### config.mk
export PLATFORM = sky130hd
export DESIGN_NAME = lc3_mem_ctrl
export DESIGN_NICKNAME = d
export VERILOG_FILES = /design/src/rtl/lc3_mem_pkg.sv /design/src/rtl/lc3_wait_timer.sv /design/src/rtl/lc3_mem_ctrl.sv
export SDC_FILE = /design/constraint.sdc
export NUM_CORES = 1
export LEC_CHECK = 0
export ABC_AREA = 0
export ABC_CLOCK_PERIOD_IN_PS = 3300
export CAP_MARGIN = 20
export CORE_MARGIN = 2
export CORE_UTILIZATION = 45
export DETAILED_ROUTE_END_ITERATION = 16
export PLACE_DENSITY = 0.85
export SYNTH_ARGS = -nofsm -noshare
export SYNTH_HDL_FRONTEND = slang
export SYNTH_SLANG_ARGS = --single-unit
### constraint.sdc
create_clock -name clk -period 3.3 [get_ports clk]
set_clock_uncertainty 0.05 [all_clocks]
set_input_delay 0.66 -clock clk [delete_from_list [all_inputs] [get_ports clk]]
set_output_delay 0.66 -clock clk [all_outputs]
set_load 0.02 [all_outputs]
### src/rtl/lc3_mem_pkg.sv
// Shared definitions for the LC-3 memory controller: state encodings, default depth, error data.
// Consumers: lc3_wait_timer, lc3_mem_ctrl (optional range check via LC3_MEM_CTRL_BOUNDS_EN).
package lc3_mem_pkg;

  localparam int MEM_DEPTH_DEFAULT = 256;
  localparam logic [15:0] ERR_DATA = 16'hFFFF;

  typedef logic [1:0] state_t;

  localparam state_t ST_IDLE   = 2'd0;
  localparam state_t ST_WAIT   = 2'd1;
  localparam state_t ST_ACCESS = 2'd2;
  localparam state_t ST_RESP   = 2'd3;

endpackage

### src/rtl/lc3_wait_timer.sv
// Down-counter that paces the WAIT state: loaded on request acceptance, counts while enabled,
// and flags done once it reaches zero.
module lc3_wait_timer
  import lc3_mem_pkg::*;
(
  input  logic       clk,
  input  logic       reset,
  input  logic       load,
  input  logic [3:0] load_value,
  input  logic       en,
  output logic       done
);

  logic [3:0] count;

  always_ff @(posedge clk) begin
    if (!reset) begin
      count <= 4'd0;
    end else if (load) begin
      count <= load_value;
    end else if (en && (count != 4'd0)) begin
      count <= count - 4'd1;
    end
  end

  assign done = (count == 4'd0);

endmodule

### src/rtl/lc3_mem_ctrl.sv
// Initiator-side controller for the LC-3 unified memory: one load/store per request, fixed latency.
// Define LC3_MEM_CTRL_BOUNDS_EN to flag and suppress accesses at or beyond MEM_DEPTH.
module lc3_mem_ctrl
  import lc3_mem_pkg::*;
#(
  parameter int WAIT_STATES = 1,
  parameter int MEM_DEPTH   = MEM_DEPTH_DEFAULT
) (
  input  logic        clk,
  input  logic        reset,
  input  logic        req_valid,
  output logic        req_ready,
  input  logic        req_we,
  input  logic [15:0] req_addr,
  input  logic [15:0] req_wdata,
  output logic        rsp_valid,
  input  logic        rsp_ready,
  output logic [15:0] rsp_data,
  output logic        rsp_err,
  output logic [15:0] MARReg,
  output logic [15:0] mdrOut,
  output logic        memWE,
  input  logic [15:0] memOut
);

  localparam logic [3:0] WAIT_LOAD = (WAIT_STATES > 0) ? 4'(WAIT_STATES - 1) : 4'd0;
  localparam state_t     ST_AFTER_ACCEPT = (WAIT_STATES > 0) ? ST_WAIT : ST_ACCESS;

  state_t state;
  logic   stored_we;
  logic   range_err;
  logic   rsp_err_q;
  logic   timer_done;
  logic   accept;

  assign accept = (state == ST_IDLE) && req_valid;

  lc3_wait_timer u_wait_timer (
    .clk        (clk),
    .reset      (reset),
    .load       (accept),
    .load_value (WAIT_LOAD),
    .en         (state == ST_WAIT),
    .done       (timer_done)
  );

`ifdef LC3_MEM_CTRL_BOUNDS_EN
  logic addr_oob;

  assign addr_oob = ({16'd0, req_addr} >= 32'(MEM_DEPTH));

  always_ff @(posedge clk) begin
    if (!reset) begin
      range_err <= 1'b0;
    end else if (accept) begin
      range_err <= addr_oob;
    end
  end
`else
  localparam int unused_depth = MEM_DEPTH;

  assign range_err = 1'b0;
`endif

  // MARReg/mdrOut persist after the transaction so the memory sees a stable address between requests.
  always_ff @(posedge clk) begin
    if (!reset) begin
      state     <= ST_IDLE;
      MARReg    <= 16'd0;
      mdrOut    <= 16'd0;
      stored_we <= 1'b0;
      rsp_data  <= 16'd0;
      rsp_err_q <= 1'b0;
    end else begin
      case (state)
        ST_IDLE: begin
          if (req_valid) begin
            MARReg    <= req_addr;
            stored_we <= req_we;
            if (req_we) begin
              mdrOut <= req_wdata;
            end
            state <= ST_AFTER_ACCEPT;
          end
        end
        ST_WAIT: begin
          if (timer_done) begin
            state <= ST_ACCESS;
          end
        end
        ST_ACCESS: begin
          if (range_err) begin
            rsp_data <= ERR_DATA;
          end else if (stored_we) begin
            rsp_data <= mdrOut;
          end else begin
            rsp_data <= memOut;
          end
          rsp_err_q <= range_err;
          state     <= ST_RESP;
        end
        default: begin
          if (rsp_ready) begin
            state <= ST_IDLE;
          end
        end
      endcase
    end
  end

  // Gating with reset kills a write combinationally even in the ACCESS cycle itself.
  assign memWE     = (state == ST_ACCESS) && stored_we && reset && !range_err;
  assign req_ready = (state == ST_IDLE) && reset;
  assign rsp_valid = (state == ST_RESP) && reset;
  assign rsp_err   = rsp_err_q;

endmodule

=== Word level (Yosys, flattened, before mapping) ===
Index checks and enable logic that the tools add are counted.
W data, S select, Z words.

* Register bits after elaboration: 55
* Logic and storage cells: 32
* Input port bits: 53
* Output and inout port bits: 52

* Reductions and logical operators: 14
* Bitwise operators: 1
* Equal/unequal tests: 5
* Mux-type cells: 5
* Add/subtract/negate cells: 1

{| class="wikitable"
|+ Operators with widths
! kind !! number
|-
| $mux W16 || 1
|-
| $reduce_bool A4 Y1 || 2
|-
| $logic_and A1 B1 Y1 || 6
|-
| $mux W2 || 3
|-
| $pmux W2 S3 || 1
|-
| $reduce_and A3 Y1 || 2
|-
| $eq A2 B2 Y1 const B || 2
|-
| $logic_not A4 Y1 || 1
|-
| $ne A2 B2 Y1 const B || 2
|-
| $sub A4 B1 Y4 const B || 1
|-
| $eq A2 B1 Y1 const B || 1
|-
| $logic_not A2 Y1 || 1
|-
| $reduce_and A2 Y1 || 1
|-
| $reduce_or A2 Y1 || 1
|-
| $not A1 Y1 || 1
|}

=== Logic depth before layout (Yosys ltp) ===
* Depth in word-level cells: 3
* Gate-level depth with buffers: 7
* Mapped depth without buffers: 5

=== Cells and area by module ===
From an unflattened synthesis, not the netlist that was laid out.

* Cells, all modules: 273
* Area, all modules: 2452.4 µm²

{| class="wikitable"
|+ By module, submodules not included
! module !! cells each !! times used !! area each (µm²) !! sequential area each (µm²)
|-
| lc3_mem_ctrl || 242 || 1 || 2195.9 || 1021.0
|-
| lc3_wait_timer || 31 || 1 || 256.5 || 80.1
|}

=== Worst setup path after synthesis ===
OpenSTA, ideal clock, no wires.

* Kind: register to output
* Start point: register state[0]
* End point: output port memWE
* Arrival time: 1.297 ns
* Data required time: 2.590 ns
* Path buffers: 2
* Setup slack: 1.293 ns
* Cell stages (with the launch flop): 6
* Path through: dfxtp_1 > inv_1 > ha_1 > clkbuf_1 > clkbuf_1 > and3_1

* Word-level cells in the longest chain between the ends: 3

{| class="wikitable"
|+ RTL lines
! element !! line !! RTL
|-
| start, declared || lc3_mem_ctrl.sv:29 || <nowiki>state_t state;</nowiki>
|-
| start signal, assigned || lc3_mem_ctrl.sv:68 || <nowiki>state <= ST_IDLE;</nowiki>
|-
| start signal, assigned || lc3_mem_ctrl.sv:83 || <nowiki>state <= ST_AFTER_ACCEPT;</nowiki>
|-
| start signal, assigned || lc3_mem_ctrl.sv:88 || <nowiki>state <= ST_ACCESS;</nowiki>
|-
| $eq A2 B2 Y1 || lc3_mem_ctrl.sv:112 || <nowiki>assign memWE = (state == ST_ACCESS) && stored_we && reset && !range_err;</nowiki>
|-
| $logic_and A1 B1 Y1 (2 in series) || lc3_mem_ctrl.sv:112 ||
|-
| end, declared || lc3_mem_ctrl.sv:22 || <nowiki>output logic memWE,</nowiki>
|}

No other way between the ends.

=== Worst setup path in the final report ===
* Start point: input port reset
* End point: output port memWE

* Word-level cells in the longest chain between the ends: 1

{| class="wikitable"
|+ RTL lines
! element !! line !! RTL
|-
| start, declared || lc3_mem_ctrl.sv:10 || <nowiki>input logic reset,</nowiki>
|-
| $logic_and A1 B1 Y1 || lc3_mem_ctrl.sv:112 ||
|}

No other way between the ends.

==> reports/metrics.yaml <==
clock_network:
  htree_num_levels: 2
  tritoncts: "done"
  total_cts_buffers: 5
  hold_buffers: 0
  cts.path.max_buffers: 2
  clk_pin_slew_ns: 0.10
  clkLatencyLatePin_ns: 0.30
  cts_resized: 0
  cts-root-buf: "clkbuf_8"
  cts.repair_timing.setup_buffer_count: 0
  cts_num_sinks: 55
sta:
  slew_headroom: 0.505
  hold_violations: 0
  finalWorstPathRequiredPeriod_ns: 2.66
  fin_worst_hold_slack_ns: 0.414
  number_of_pins_with_negative_max_slew_slack_in_the_final_report: 0
  fmax_mhz: 376
  min_period_over_period: 0.805
  unrepaired_setup_endpoints_after_global_routing: "no"
  tightestPinTransition_ns: 0.741
  setup-violations-final: 0
  post_route_setup_tns_ns: 0
final_layout:
  fraction_of_layout_cells_with_a_size_suffix_above_1: 0.0309
  mostFrequentLayoutCells: "102 x clkdlybuf4s50_1, 85 x nand2_1, 55 x dfxtp_1"
  final_core_util: 0.686
  postLayoutCellArea_um2: 3480
  mostFrequentLayoutCell: "clkdlybuf4s50_1"
  finish.net_count: 413
  final.fill_count: 441
  flow.area_growth_from_synthesis_pct: 47.1
  num_antenna_cells: 0
critical_path:
  crit_path_start_kind: "input port"
  cpPeakStageDelay_ns: 0.62
  worstPathCellList: "buf_2, and3_1, clkdlybuf4s50_1"
  crit_path_end_kind: "primary output"
  critical_path_slowest_stage_cell: "clkdlybuf4s50_1"
  regToRegSetupSlack_ns: 1.33
  worstPathMaxFanout: 32
  critical_path_class: "input port to primary output"
  worst_ep_arrival_time_ns: 1.95
  required_ns: 2.59
die:
  std_cell_rows: 26
  number_of_top_level_pins: 105
  die_area_um2: 5850
  die_h_um: 76.5
  die_w_um: 76.5
  core_region_area_um2: 5070
  starting_utilization_of_the_core_area: 0.466
place:
  gp_routability_congestion: 0.813
  placed_cell_area_um2: 3400
  dp_hpwl_um: 4090
  portBuffers: 103
routing:
  postRouteWirelength_um: 5680
  drt-wirelength-per-cell_um: 13.3
  drt-initial-drc-count: 62
  dr.pass1.iters: 4
  drc: 0
  detail-route-antenna-nets: 0
  dr_total_vias: 2069
  vias_per_cell: 4.86
grt:
  antenna_violations_before_repair: 0
  via_count_of_the_first_global_routing_pass: 2061
  groute.usage.overall: 0.201
  globalRoute.totalOverflow: 0
  largest_net_degree_at_the_start_of_global_routing: 34
  wire_length_of_the_first_global_routing_pass_um: 9660
yosys:
  yosysUniqueCellTypes: 28
  yosysWarningCount: 0
  flops_latches_synth: 55
  synth.net_count: 321
  syn-cell-area_um2: 2360
  synthesized_netlist_cell_count: 263
  postSynthAreaPerCell_um2: 8.99
  synth-seq-area-share: 0.466
hold_path:
  min_path_type: "flip-flop to flip-flop"
pwr:
  max-vdd-ir-drop_mv: 0.319
  leakagePower_nw: 1.39
  cellPowerDensity_nw_per_um2: 605
  total_power_mw: 2.10
job:
  max_capacitance_violation_total: 0
outcome:
  status: "completed"
registers in the layout, summed over array words and instances (netlist names):
name,cells
MARReg,16
mdrOut,16
rsp_data,16
u_wait_timer.count,4
state,2
stored_we,1
critical path: cells and delay by family:
family / cells / cell delay [ns]
AND/OR/NAND/NOR: 1 / 0.26
buffers and inverters: 2 / 1.01
cell families after synthesis:
group	after synthesis	share of synthesized area
flops	55	0.466
buf+inv	26	0.0513
fa+ha+maj	5	0.0265
xor+xnor	1	0.00370
mux	19	0.0804
other cells	1	0.00159
simple gates	99	0.170
compound gates	57	0.201
cells in the mapped netlist:
library cell  instances  area (um^2)
a21boi_0             17          128
a21boi_1             15          113
a21o_1                1         7.51
a21oi_1               3         15.0
a22oi_4               1         21.3
a311oi_1              1         8.76
and2_1                3         18.8
and3_1                2         12.5
buf_2                 7         35.0
buf_4                 2         15.0
buf_6                 1         11.3
clkbuf_1             11         41.3
conb_1                1         3.75
dfxtp_1              55         1100
ha_1                  5         62.6
inv_1                 5         18.8
mux2i_1              19          190
nand2_1              85          319
nand3_1               4         20.0
nand3b_1              1         7.51
nor2_1                1         3.75
nor2b_1               1         6.26
nor3_1                1         5.00
o211a_1              16          160
o211ai_1              2         15.0
o21bai_1              1         7.51
or3b_1                1         8.76
xor2_1                1         8.76
report_power, final:
part | internal, mW | switching (mW) | total (mW)
Clock | 0.149 | 0.201 | 0.350
Combinational | 0.419 | 0.464 | 0.884
Sequential | 0.793 | 0.0770 | 0.870
Total | 1.36 | 0.742 | 2.10
cell type report:
cell class | count | area, um^2 | area share
Clock buffer | 7 | 76.3 | 0.0219
Clock inverter | 1 | 5.00 | 0.00144
Inverter | 5 | 18.8 | 0.00539
Multi-Input combinational cell | 182 | 1140 | 0.328
Sequential cell | 55 | 1100 | 0.316
Tap cell | 70 | 87.6 | 0.0252
Timing Repair Buffer | 106 | 1050 | 0.301
metrics by stage:
stage / setup WS [ns] / std cells
2_1_floorplan: 1.29 / 263
3_3_place_gp: 0.710 / 418
3_5_place_dp: 0.635 / 418
4_1_cts: 0.635 / 426
5_1_grt: 0.581 / 426
6_report: 0.643 / 426
path summary, 6_finish.rpt:
| check | from | end | cells after the start |
|---|---|---|---|
| worst min-delay path | MARReg[10] | MARReg[10] | 2 |
| worst min register to register | MARReg[10] | MARReg[10] | 2 |
| worst max register to register | state[0] | u_wait_timer.count[1] | 5 |
| worst max-delay path | reset | memWE | 3 |
layer usage:
| metal | global-route usage | wire length (um) | vias up |
|---|---|---|---|
| li1 | - | - | 1059 |
| met1 | 0.242 | 2460 | 940 |
| met2 | 0.347 | 2780 | 64 |
| met3 | 0.0557 | 357 | 6 |
| met4 | 0.0673 | 81 | 0 |
| met5 | 0 | 0 | - |
Note: power is estimated with default switching activity, not from simulation.
